$ cat src/rtl/fpu_seq_ctrl.sv
// Sequencer between decode and a multi-cycle FP datapath: accepts OP-FP instructions,
// launches one op at a time, waits for done (bounded by TIMEOUT), and strobes writeback.
module fpu_seq_ctrl #(
  parameter int TIMEOUT = 64
) (
  input  logic        clk,
  input  logic        rst,
  input  logic        inst_valid,
  input  logic [31:0] inst,
  input  logic        flush,
  input  logic        fpu_done,
  output logic        inst_ready,
  output logic        fpu_start,
  output logic [2:0]  fpu_op,
  output logic [2:0]  fpu_rm,
  output logic        fpu_kill,
  output logic        wb_valid,
  output logic [4:0]  wb_rd,
  output logic        busy,
  output logic        illegal,
  output logic        timeout
);

  typedef enum logic [1:0] {IDLE, BUSY, WB} state_t;

  state_t      state, state_nxt;
  logic [7:0]  cnt;
  logic        op_fp, legal, accept, done_eff, cnt_hit;
  logic [2:0]  op_dec;
  logic        unused_bits;

  assign unused_bits = ^{inst[26:15], inst[1:0]};

  assign op_fp    = (inst[6:2] == 5'b10100);
  assign accept   = inst_valid && inst_ready && op_fp;
  // A done seen alongside the launch pulse belongs to nothing we issued.
  assign done_eff = fpu_done && !fpu_start;
  assign cnt_hit  = (cnt == 8'(TIMEOUT - 1));

  always_comb begin
    legal  = 1'b1;
    op_dec = 3'd0;
    case (inst[31:27])
      5'b00000: op_dec = 3'd0;
      5'b00001: op_dec = 3'd1;
      5'b00010: op_dec = 3'd2;
      5'b00011: op_dec = 3'd3;
      5'b01011: op_dec = 3'd4;
      default:  legal  = 1'b0;
    endcase
  end

  always_ff @(posedge clk or posedge rst) begin
    if (rst) state <= IDLE;
    else     state <= state_nxt;
  end

  // Flush beats done, done beats timeout.
  always_comb begin
    state_nxt = state;
    case (state)
      IDLE: if (accept && legal) state_nxt = BUSY;
      BUSY: begin
        if (flush)         state_nxt = IDLE;
        else if (done_eff) state_nxt = WB;
        else if (cnt_hit)  state_nxt = IDLE;
      end
      WB:      state_nxt = IDLE;
      default: state_nxt = IDLE;
    endcase
  end

  always_comb begin
    busy       = (state != IDLE);
    inst_ready = (state == IDLE) && !flush && !rst;
    wb_valid   = (state == WB) && !flush;
    timeout    = (state == BUSY) && !flush && !done_eff && cnt_hit;
    fpu_kill   = ((state != IDLE) && flush) || timeout;
  end

  always_ff @(posedge clk or posedge rst) begin
    if (rst) begin
      cnt       <= '0;
      fpu_start <= 1'b0;
      illegal   <= 1'b0;
      fpu_op    <= '0;
      fpu_rm    <= '0;
      wb_rd     <= '0;
    end else begin
      fpu_start <= accept && legal;
      illegal   <= accept && !legal;
      if (accept && legal) begin
        cnt    <= '0;
        fpu_op <= op_dec;
        fpu_rm <= inst[14:12];
        wb_rd  <= inst[11:7];
      end else if (state == BUSY) begin
        cnt <= cnt + 8'd1;
      end
    end
  end

endmodule

$ cat config.mk
export PLATFORM = sky130hd
export DESIGN_NAME = fpu_seq_ctrl
export DESIGN_NICKNAME = d
export VERILOG_FILES = /design/src/rtl/fpu_seq_ctrl.sv
export SDC_FILE = /design/constraint.sdc
export NUM_CORES = 1
export LEC_CHECK = 0
export BUFFER_PORTS_ARGS = -buffer_cell sky130_fd_sc_hd__buf_2
export CORE_MARGIN = 5
export CORE_UTILIZATION = 44
export DETAILED_ROUTE_END_ITERATION = 16
export PLACE_DENSITY = 0.79
export SETUP_SLACK_MARGIN = 0.2
export SLEW_MARGIN = 40
export SYNTH_ARGS = -nofsm -noshare
export SYNTH_HDL_FRONTEND = slang
export SYNTH_SLANG_ARGS = --single-unit
export TNS_END_PERCENT = 5
$ cat constraint.sdc
create_clock -name clk -period 2.4 [get_ports clk]
set_input_delay 0.24 -clock clk [delete_from_list [all_inputs] [get_ports clk]]
set_output_delay 0.24 -clock clk [all_outputs]
set_load 0.03 [all_outputs]
; ---- Word-level counts from Yosys, hierarchy flattened
; Index checks and enable logic that the tools add are counted.
[word_totals]
register_bits = 23
inputBits = 37
elab_cells = 51
[op_classes]
addsub = 1
eq_ne = 10
muxes = 9
reduce_logical = 24
[op_table]
columns = cell, n
row1 = 2-to-1 mux 8 bit, 2
row2 = logical AND 1 bit, 12
row3 = one-hot mux 3 bit (4 select lines), 1
row4 = "equality test 5 x 2 -> 1 bit, second input constant", 2
row5 = "adder 8 x 1 -> 8 bit, second input constant", 1
row6 = "equality test 8 x 6 -> 1 bit, second input constant", 1
row7 = 2-to-1 mux 2 bit, 4
row8 = "equality test 5 x 1 -> 1 bit, second input constant", 1
row9 = "equality test 5 x 4 -> 1 bit, second input constant", 1
row10 = "equality test 5 bit, second input constant", 1
row11 = logical NOT 1 bit, 5
row12 = logical NOT 5 bit, 1
row13 = OR reduction 5 bit, 1
row14 = "!= test 4 bit, second input constant", 1
row15 = one-hot mux 2 bit (2 select lines), 1
row16 = nonzero test 2 bit, 2
row17 = "equality test 2 x 1 -> 1 bit, second input constant", 1
row18 = "equality test 2 bit, second input constant", 1
row19 = logical NOT 2 bit, 1
row20 = "!= test 2 bit, second input constant", 1
row21 = AND reduction 2 bit, 1
row22 = logical OR 1 bit, 1
row23 = 2-to-1 mux 1 bit, 1

; ---- Logic depth before layout (Yosys ltp)
; Gate-level depths: netlist of the first run.
[depth]
word_depth = 8
mapped_depth = 5
depth_no_buf = 4

; ---- Worst setup path before layout of the first run
; Ideal clock, no wire load.
[synth_path]
path_type = reg-to-reg
from = register state[0]
to = register illegal
setup_time_ns = 0.068
arrival_time_ns = 1.838
required_time_ns = 2.332
path_slack_ns = 0.494
path_stages_with_launch = 4
period_less_slack_ns = 1.906
cell_sequence = dfrtp_1 or2_2 nor3_1 o311a_1
[synth_via]
elab_chain_cells = 6
[synth_lines]
columns = item, line
row1 = start: declaration, 26  ; state_t state, state_nxt;
row2 = start signal: assignment, 55  ; else state <= state_nxt;
row3 = logical NOT 2 bit, 75  ; inst_ready = (state == IDLE) && !flush && !rst;
row4 = logical AND 1 bit (2 in a row), 75
row5 = net inst_ready, 12  ; output logic inst_ready,
row6 = logical AND 1 bit (2 in a row), 35  ; assign accept = inst_valid && inst_ready && op_fp;
row7 = logical AND 1 bit, 91  ; illegal <= accept && !legal;
row8 = end signal: assignment, 91
row9 = end: declaration, 20  ; output logic illegal,
; The timed path passes the listed nets, and every way through them passes these cells.
; A chain may end at the register's enable or synchronous reset.

; ---- Worst setup path in the final report of the first run
[layout_path]
from = input rst
to = register fpu_op[1]
[layout_via]
elab_chain_cells = 5
[layout_lines]
columns = item, line
row1 = start: declaration, 7  ; input logic rst,
row2 = logical NOT 1 bit (no source line), n/a
row3 = logical AND 1 bit, 75
row4 = logical AND 1 bit (2 in a row), 35
row5 = logical AND 1 bit, 92  ; if (accept && legal) begin
row6 = end signal: assignment, 94  ; fpu_op <= op_dec;
row7 = end: declaration, 14  ; output logic [2:0] fpu_op,
; No other way between the ends.

==> results.md, run 1 <==
- The via count is 907.
- For this run, the number of Yosys warnings is 0.
- The number of global-route vias before repair was 951.
- The global-route wire length before repair is 4040 µm.
- The first-pass iteration count of the detailed router is 4.
- For this run the aggregate overflow at the end of global routing stands at 0.
- The capturing element type of the critical path is a flip-flop.
- TritonCTS built the clock tree.
- The flow ran to the end, and the final reports show no timing, DRC or antenna violations.
- The cell area that synthesis handed to floorplanning was 1090 µm².
- Along the worst path, the maximum fanout reaches 4.
- The finished layout holds 167 standard cells, fillers aside.
- 55 I/O pins were placed.
- The placeable core region is 2430 µm².
- The share of Yosys cell area claimed by the top area cell type is 52.8%.
- The sum of negative setup slack is 0 ns.
- The share of the Yosys chip area taken by registers is 52.8%.
- The first element of the critical path is rst.
- Buffers placed on the I/O ports in this run total 40.
- The tightest hold path in the finished design has a slack of 0.156 ns.
- Yosys attributes the largest share of cell area to sky130_fd_sc_hd__dfrtp_1 (53%), sky130_fd_sc_hd__mux2_2 (8.3%), sky130_fd_sc_hd__or3_1 (2.9%), sky130_fd_sc_hd__a21oi_1 (2.3%), sky130_fd_sc_hd__nor2b_1 (2.3%).
- The number of instances in the placed design is 162.
- The number of instances in the synthesized netlist is 93.
- Dividing the detail-routed wire length by the instance count gives 14.2 µm.
- Summed over all layers, the routed wires come to 2380 µm.
- The number of different library cells in the post-synthesis netlist is 37.
- The length in cells of the worst reg-to-reg path is 4.
- The number of antenna diodes in the final layout is 0.
- The share of post-route cells with drive strength above 1 is 42.3%.
- The synthesized area divided by synthesized cell count is 11.7 µm².
- Based on the critical path, the design can be clocked at up to 0.452 GHz.
- At the worst endpoint, the arrival time is 2.41 ns.
- The initial core utilization is 44.9%.
- After synthesis, the share of flip-flops with an asynchronous set or reset is 100%.
- The initial antenna violation count is 0.
- The clock latency on the worst-skew pair is 0.30 ns.
- The share of the clock period used by the worst path after layout is 92.1%.
- Setup violations remaining at the end of the flow were counted as 0.
- The post-CTS repair timing setup buffer count is 0.
- Global routing consumed, over all layers together, 14.7% of the routing resources.
- The die area is 3580 µm².
- For the final database, setup skew stands at 0.00235 ns.
- After legalization and detailed placement, the total HPWL measured 1880 µm.
- The total power per unit cell area is 494 nW/µm².
- The cell at the root of the clock tree is sky130_fd_sc_hd__clkbuf_4.
- The area growth from synthesis to layout is 25.3%.
- In this run the remaining antenna-violating nets after routing total 0.
- The critical path is of the in2reg type.
- The total number of H-tree levels is 1.
- The startpoint type of the worst setup path is an input port.
- The worst hold path passes through 2 cells.
- The number of nets handed over by synthesis was 131.
- The number of design rule violations left after detail routing is 0.
- Summed over all cells, the static leakage comes to 0.686 nW.
- The path class of the lowest-slack min-delay path is in2reg.
- In the synthesized netlist the dominant register cell turns out to be sky130_fd_sc_hd__dfrtp_1.
- sky130_fd_sc_hd__dfrtp_1 takes more of the synthesized area than any other cell.
- The number of clock buffers added by TritonCTS is 3.
- From bottom edge to top edge, the die measures 59.8 µm.
- After floorplanning, the core was divided into 18 placement rows.
- In this run, synthesis produced a sequential element count of 23.
- Setup repair after global routing could not meet its margin everywhere.
- The worst path required time is 2.60 ns.
- The number of synthesized flops with an enable pin is 0.
- The cell with the most instances after synthesis is sky130_fd_sc_hd__dfrtp_1.
- The count of endpoints failing hold in the final timing report is 0.
- The via count normalized by instance count is 5.43.
- Counting I/O delays and the setup requirement, the final critical path takes 2.21 ns.
- The transition time of the tightest slew-check pin is 0.731 ns.
- The final count of pins violating max slew was 0.
- The number of nets in the finished design is 176.
- The number of violations reported at the end of detailed-routing iteration 0 is 4.
- The headroom to the max-slew limit is 50.8%.
- In this run the deepest clock path goes through 2 buffers.
- Ranked by instance count, the synthesized netlist is headed by sky130_fd_sc_hd__dfrtp_1 (23), sky130_fd_sc_hd__mux2_2 (8), sky130_fd_sc_hd__a21oi_1 (5), sky130_fd_sc_hd__or3_1 (5).
- The origin of the critical flop-to-flop path is state[0]$_DFFE_PP0P_.
- The tree built by TritonCTS fans out to 23 sinks.
- Entering global routing, the biggest net connects 24 pins.
- In this run the most critical hold path is launched from inst[14].
- The maximum vdd drop is 0.402 mV.
- The clock slew at the register clock pins of the worst setup and hold paths is 0.12 ns.
- The number of max-cap violations is 0.
- The x dimension of the die is 59.8 µm.
- The final weighted congestion in routability-driven placement is 0.823.
-- flip-flops by register name (all words and copies together) (netlist names) --
register / flops
cnt: 8
fpu_op: 3
fpu_rm: 3
fpu_start: 1
illegal: 1
state: 2
wb_rd: 5
-- critical path, cell delays in order --
cell	delay, ns
sky130_fd_sc_hd__dlygate4sd3_1	0.54
sky130_fd_sc_hd__buf_2	0.14
sky130_fd_sc_hd__or4_1	0.57
sky130_fd_sc_hd__or4_4	0.55
sky130_fd_sc_hd__o32a_1	0.37
-- where the power goes --
part / total [mW] / internal (mW) / switching [mW] / leakage (nW)
Combinational: 0.0874 / 0.0362 / 0.0512 / 0.392
Sequential: 0.413 / 0.401 / 0.0120 / 0.277
Clock: 0.174 / 0.0622 / 0.112 / 0.0177
-- logic make-up after synthesis --
family	synth area share, %
AND/OR/NAND/NOR	22.4
flip-flops	52.8
AO/OA/AOI/OAI	10.4
multiplexers	9.17
buffers and inverters	2.52
XOR/XNOR	1.61
adder cells (fa/ha/maj)	1.15
-- cell type report --
class	instances	area, µm²
Tap cell	30	37.5
Inverter	4	15.0
Fill cell	218	1060
Multi-Input combinational cell	64	494
Sequential cell	23	576
Timing Repair Buffer	42	218
Clock inverter	1	5.00
Clock buffer	3	22.5
-- per-stage QoR --
step | utilization [%] | total power [mW] | cell area [µm²] | setup slack [ns]
3_3_place_gp | 54.4 | 0.500 | 1320 | 0.363
3_5_place_dp | 54.4 | 0.506 | 1320 | 0.339
6_report | 56.2 | 0.675 | 1370 | 0.189
4_1_cts | 56.0 | 0.681 | 1360 | 0.209
5_1_grt | 56.2 | 0.718 | 1370 | 0.145
2_1_floorplan | - | 0.470 | 1090 | 0.494
-- worst paths after layout --
| check | to | slack (ns) |
|---|---|---|
| worst max-delay path | fpu_op[1]$_DFFE_PP0N_ | 0.19 |
| worst max register to register | wb_rd[2]$_DFFE_PP0N_ | 0.46 |
| worst min-delay path | fpu_rm[2]$_DFFE_PP0N_ | 0.16 |
| max in group asynchronous | fpu_op[2]$_DFFE_PP0N_ | 1.58 |
| min in group asynchronous | illegal$_DFF_PP0_ | 0.51 |
| worst min register to register | wb_rd[1]$_DFFE_PP0N_ | 0.52 |
-- placed cells by master, fill, tap and decap left out, types with 2 or more instances in the layout --
cell type                  count
sky130_fd_sc_hd__or3_1         5
sky130_fd_sc_hd__or4_1         2
sky130_fd_sc_hd__xnor2_1       2
sky130_fd_sc_hd__nand2_1       3
sky130_fd_sc_hd__a21oi_1       5
sky130_fd_sc_hd__or4bb_1       2
sky130_fd_sc_hd__clkbuf_4      3
sky130_fd_sc_hd__o21ai_0       4
sky130_fd_sc_hd__dfrtp_1      23
sky130_fd_sc_hd__buf_2        40
sky130_fd_sc_hd__nor2b_1       4
sky130_fd_sc_hd__inv_1         3
sky130_fd_sc_hd__mux2_2        8
sky130_fd_sc_hd__nor4_1        2
sky130_fd_sc_hd__nor2_1        4
sky130_fd_sc_hd__nor3b_1       2
-- timing repair --
item,4_1_cts,5_1_grt
hold buffers,1,0
resized for setup,0,1
endpoints found under the hold margin,23,0
endpoints found under the setup margin,0,11
-- routing by layer --
metal / GRT usage, % / wire, µm / part of all wire, % / up-vias
met5: 0 / 0 / 0 / -
met4: 5.06 / 19 / 0.80 / 0
met3: 1.94 / 92 / 3.9 / 2
met2: 25.9 / 1280 / 54 / 19
met1: 18.1 / 989 / 42 / 445
li1: - / - / - / 441
Note: power is estimated with default switching activity, not from simulation.
==> inputs of run 2 (changes only) <==
--- a/config.mk
+++ b/config.mk
@@ -5,7 +5,7 @@
 export SDC_FILE = /design/constraint.sdc
 export NUM_CORES = 1
 export LEC_CHECK = 0
-export BUFFER_PORTS_ARGS = -buffer_cell sky130_fd_sc_hd__buf_2
+export BUFFER_PORTS_ARGS = -buffer_cell sky130_fd_sc_hd__buf_4
 export CORE_MARGIN = 5
 export CORE_UTILIZATION = 44
 export DETAILED_ROUTE_END_ITERATION = 16
==> results.md, run 2 (synthesized netlist as in run 1, its figures left out) <==
- The share of the clock period used by the worst path after layout is 93.6% (+1.5 points).
- The time the worst path needs with I/O delays and setup was 2.25 ns (+0.0367 ns).
- The number of violations reported at the end of detailed-routing iteration 0 is 16 (+12).
- The aggregate routed wire length is 2380 µm (+0.13%).
- The top cell types in the final layout, fill and taps aside, are sky130_fd_sc_hd__buf_4 (40), sky130_fd_sc_hd__dfrtp_1 (23), sky130_fd_sc_hd__mux2_2 (8), sky130_fd_sc_hd__or3_1 (5), sky130_fd_sc_hd__a21oi_1 (5).
- The met3 track utilization from global routing is 4.32% (+2.4 points).
- The number of buffers on the longest clock path was 2 (unchanged).
- The startpoint type of the worst setup path is an input port.
- The initial core utilization is 44.9% (unchanged).
- The capturing element type of the critical path is a flip-flop.
- The cell at the slowest stage of the critical path is sky130_fd_sc_hd__or4_1.
- The number of antenna repair diodes is 0 (unchanged).
- The x dimension of the die came to 59.8 µm (unchanged).
- The transition time of the tightest slew-check pin is 0.688 ns (-0.0428 ns).
- The global routing stage identified its most utilized layer as met2.
- The slack of the worst reg-to-reg path is 0.52 ns (+0.06 ns).
- The length in cells of the worst reg-to-reg path is 4 (unchanged).
- The count of filler cells inserted in the layout is 196 (-10%).
- The count of endpoints failing hold in the final timing report is 0 (unchanged).
- The number of max-cap violations is 0 (unchanged).
- The maximum vdd drop is 0.503 mV (+25%).
- The met1 layer usage reported by global route is 16.1% (-2.1 points).
- The number of setup violations in the final report is 0 (unchanged).
- The placeable core region is 2430 µm² (unchanged).
- The CTS tree is done.
- The final routed wire length divided by cell count is 14.3 µm (+0.13%).
- The number of antenna-violating nets in the routed design is 0 (unchanged).
- The setup path with the least slack is of type in2reg.
- The total power draw is 0.686 mW (+1.6%).
- The run finished with clean final reports.
- The final worst clock skew is 0.00633 ns (+0.00398 ns).
- The final weighted congestion in routability-driven placement is 0.792 (-3.8%).
- The quantity of I/O buffers inserted on ports is 40 (unchanged).
- The via count was 907 (unchanged).
- The smallest setup slack after layout is 0.152 ns (-0.0367 ns).
- The global-route wire length before repair is 3930 µm (-2.9%).
- The die area is 3580 µm² (unchanged).
- The post-detailed-placement half-perimeter wirelength is 1800 µm (-4.3%).
- The placement-stage worst setup slack is 0.346 ns (+0.00644 ns).
- The worst path required time was 2.60 ns (about the same).
- The multi-input gate area in the final layout is 494 µm² (unchanged).
- The total number of H-tree levels is 1 (unchanged).
- The number of global-route vias before repair is 929 (-2.3%).
- The sum of negative setup slack is 0 ns (unchanged).
- The initial antenna violation count was 0 (unchanged).
- The final count of pins violating max slew is 0 (unchanged).
- The worst hold path cell count is 2 (unchanged).
- The global-route track usage on met2 was 25.0% (-0.93 points).
- The largest register by flop count is cnt.
- The total power per unit cell area came to 467 nW/µm² (-5.5%).
- The maximum frequency from static timing analysis is 0.445 GHz (-1.6%).
- The final worst hold slack is 0.154 ns (-0.00234 ns).
- The clock latency on the worst-skew pair is 0.31 ns (about the same).
- The overall fraction of global-route tracks in use is 14.6% (-0.096 points).
- The headroom to the max-slew limit is 53.7% (+2.9 points).
- The cell at the root of the clock tree is sky130_fd_sc_hd__clkbuf_4.
- Compared with the post-synthesis result, the final layout area differs by 34.7%.
- The clock slew at the register clock pins of the worst setup and hold paths came to 0.12 ns (about the same).
- The number of design rule violations left after detail routing is 0 (unchanged).
- Setup repair after global routing could not meet its margin everywhere.
- The die height is 59.8 µm (unchanged).
- The number of standard-cell rows in the floorplan is 18 (unchanged).
- The path class of the lowest-slack min-delay path is in2reg.
- The maximum single-stage delay on the critical path is 0.58 ns (about the same).
- The TritonCTS sink count is 23 (unchanged).
- The number of nets in the finished design is 176 (unchanged).
- The largest net degree at the start of global routing came to 24 (unchanged).
- The largest registers in the layout are cnt: 8 flops, wb_rd: 5 flops.
- The first-pass iteration count of the detailed router is 4 (unchanged).
- Walking the worst path, the cells encountered are dlygate4sd3_1 > buf_4 > or4_1 > or4_4 > o32a_1.
- The total leakage power is 0.704 nW (+2.5%).
- The endpoint arrival time on the critical path is 2.44 ns (+0.03 ns).
- The number of buffers added by the clock tree synthesis step is 3 (unchanged).
- The post-CTS repair timing setup buffer count is 0 (unchanged).
- The top-level I/O count came to 55 (unchanged).
- The flip-flop count of the largest register, all copies and words added came to 8 (unchanged).
- The maximum fanout count along the critical path was 4 (unchanged).
- The via count normalized by instance count is 5.43 (unchanged).
- The share of post-route cells with drive strength above 1 came to 41.6% (-0.73 points).
- The commonest non-fill, non-tap cell in the layout is sky130_fd_sc_hd__buf_4.
- The global-route congestion overflow total is 0 (unchanged).
- The area of all sequential standard cells is 576 µm² (unchanged).
-- run 2: cell types whose count changed in the layout (fill, tap and decap cells not counted) --
cell / previous run / this run
sky130_fd_sc_hd__buf_2: 40 / 0
sky130_fd_sc_hd__buf_4: 1 / 40
sky130_fd_sc_hd__buf_6: 0 / 1
sky130_fd_sc_hd__clkbuf_1: 0 / 1
sky130_fd_sc_hd__clkinv_2: 1 / 0
-- run 2: metal layers --
layer,part of all wire (%),vias up,routed length [µm]
met4,2.2,0,52
li1,-,435,-
met1,40,441,952
met3,5.8,5,139
met5,0,-,0
met2,52,26,1240
-- run 2: final cells by class --
type	instances	share of cell area [%]
timing repair buffer	42	21.9
clock buffer	4	1.79
tap	30	2.55
multi-input combinational	64	33.6
inverter	4	1.02
sequential	23	39.1
-- run 2: stage by stage --
stage	instance area, µm²	util [%]	instances
2_1_floorplan	1090	-	93
3_3_place_gp	1420	58.5	162
3_5_place_dp	1420	58.5	162
4_1_cts	1460	60.0	167
5_1_grt	1470	60.4	167
6_report	1470	60.4	167
-- run 2: final timing paths --
path / from / end
max in group asynchronous: rst / fpu_op[2]$_DFFE_PP0N_
min in group asynchronous: rst / cnt[7]$_DFFE_PP0P_
hold / removal: inst[9] / wb_rd[2]$_DFFE_PP0N_
hold reg to reg: fpu_op[2]$_DFFE_PP0N_ / fpu_op[2]$_DFFE_PP0N_
setup / recovery: rst / fpu_op[1]$_DFFE_PP0N_
setup reg to reg: state[0]$_DFFE_PP0P_ / fpu_rm[0]$_DFFE_PP0N_
-- run 2: what timing repair did --
action,4_1_cts,5_1_grt
endpoints found under the setup margin,0,11
hold buffers,1,0
resized for setup,0,2
endpoints found under the hold margin,23,0
-- run 2: worst max-delay path, delay by kind of cell --
family                 cells  cell delay [ns]
buffers and inverters      2             0.72
AOI/OAI and AO/OA          1             0.36
and+or+nand+nor            2             1.12
-- run 2: where the power goes --
group,switching (mW),leakage (nW),internal [mW]
clock network,0.107,0.0150,0.0649
registers,0.0118,0.277,0.401
logic,0.0514,0.412,0.0489
total,0.171,0.704,0.515
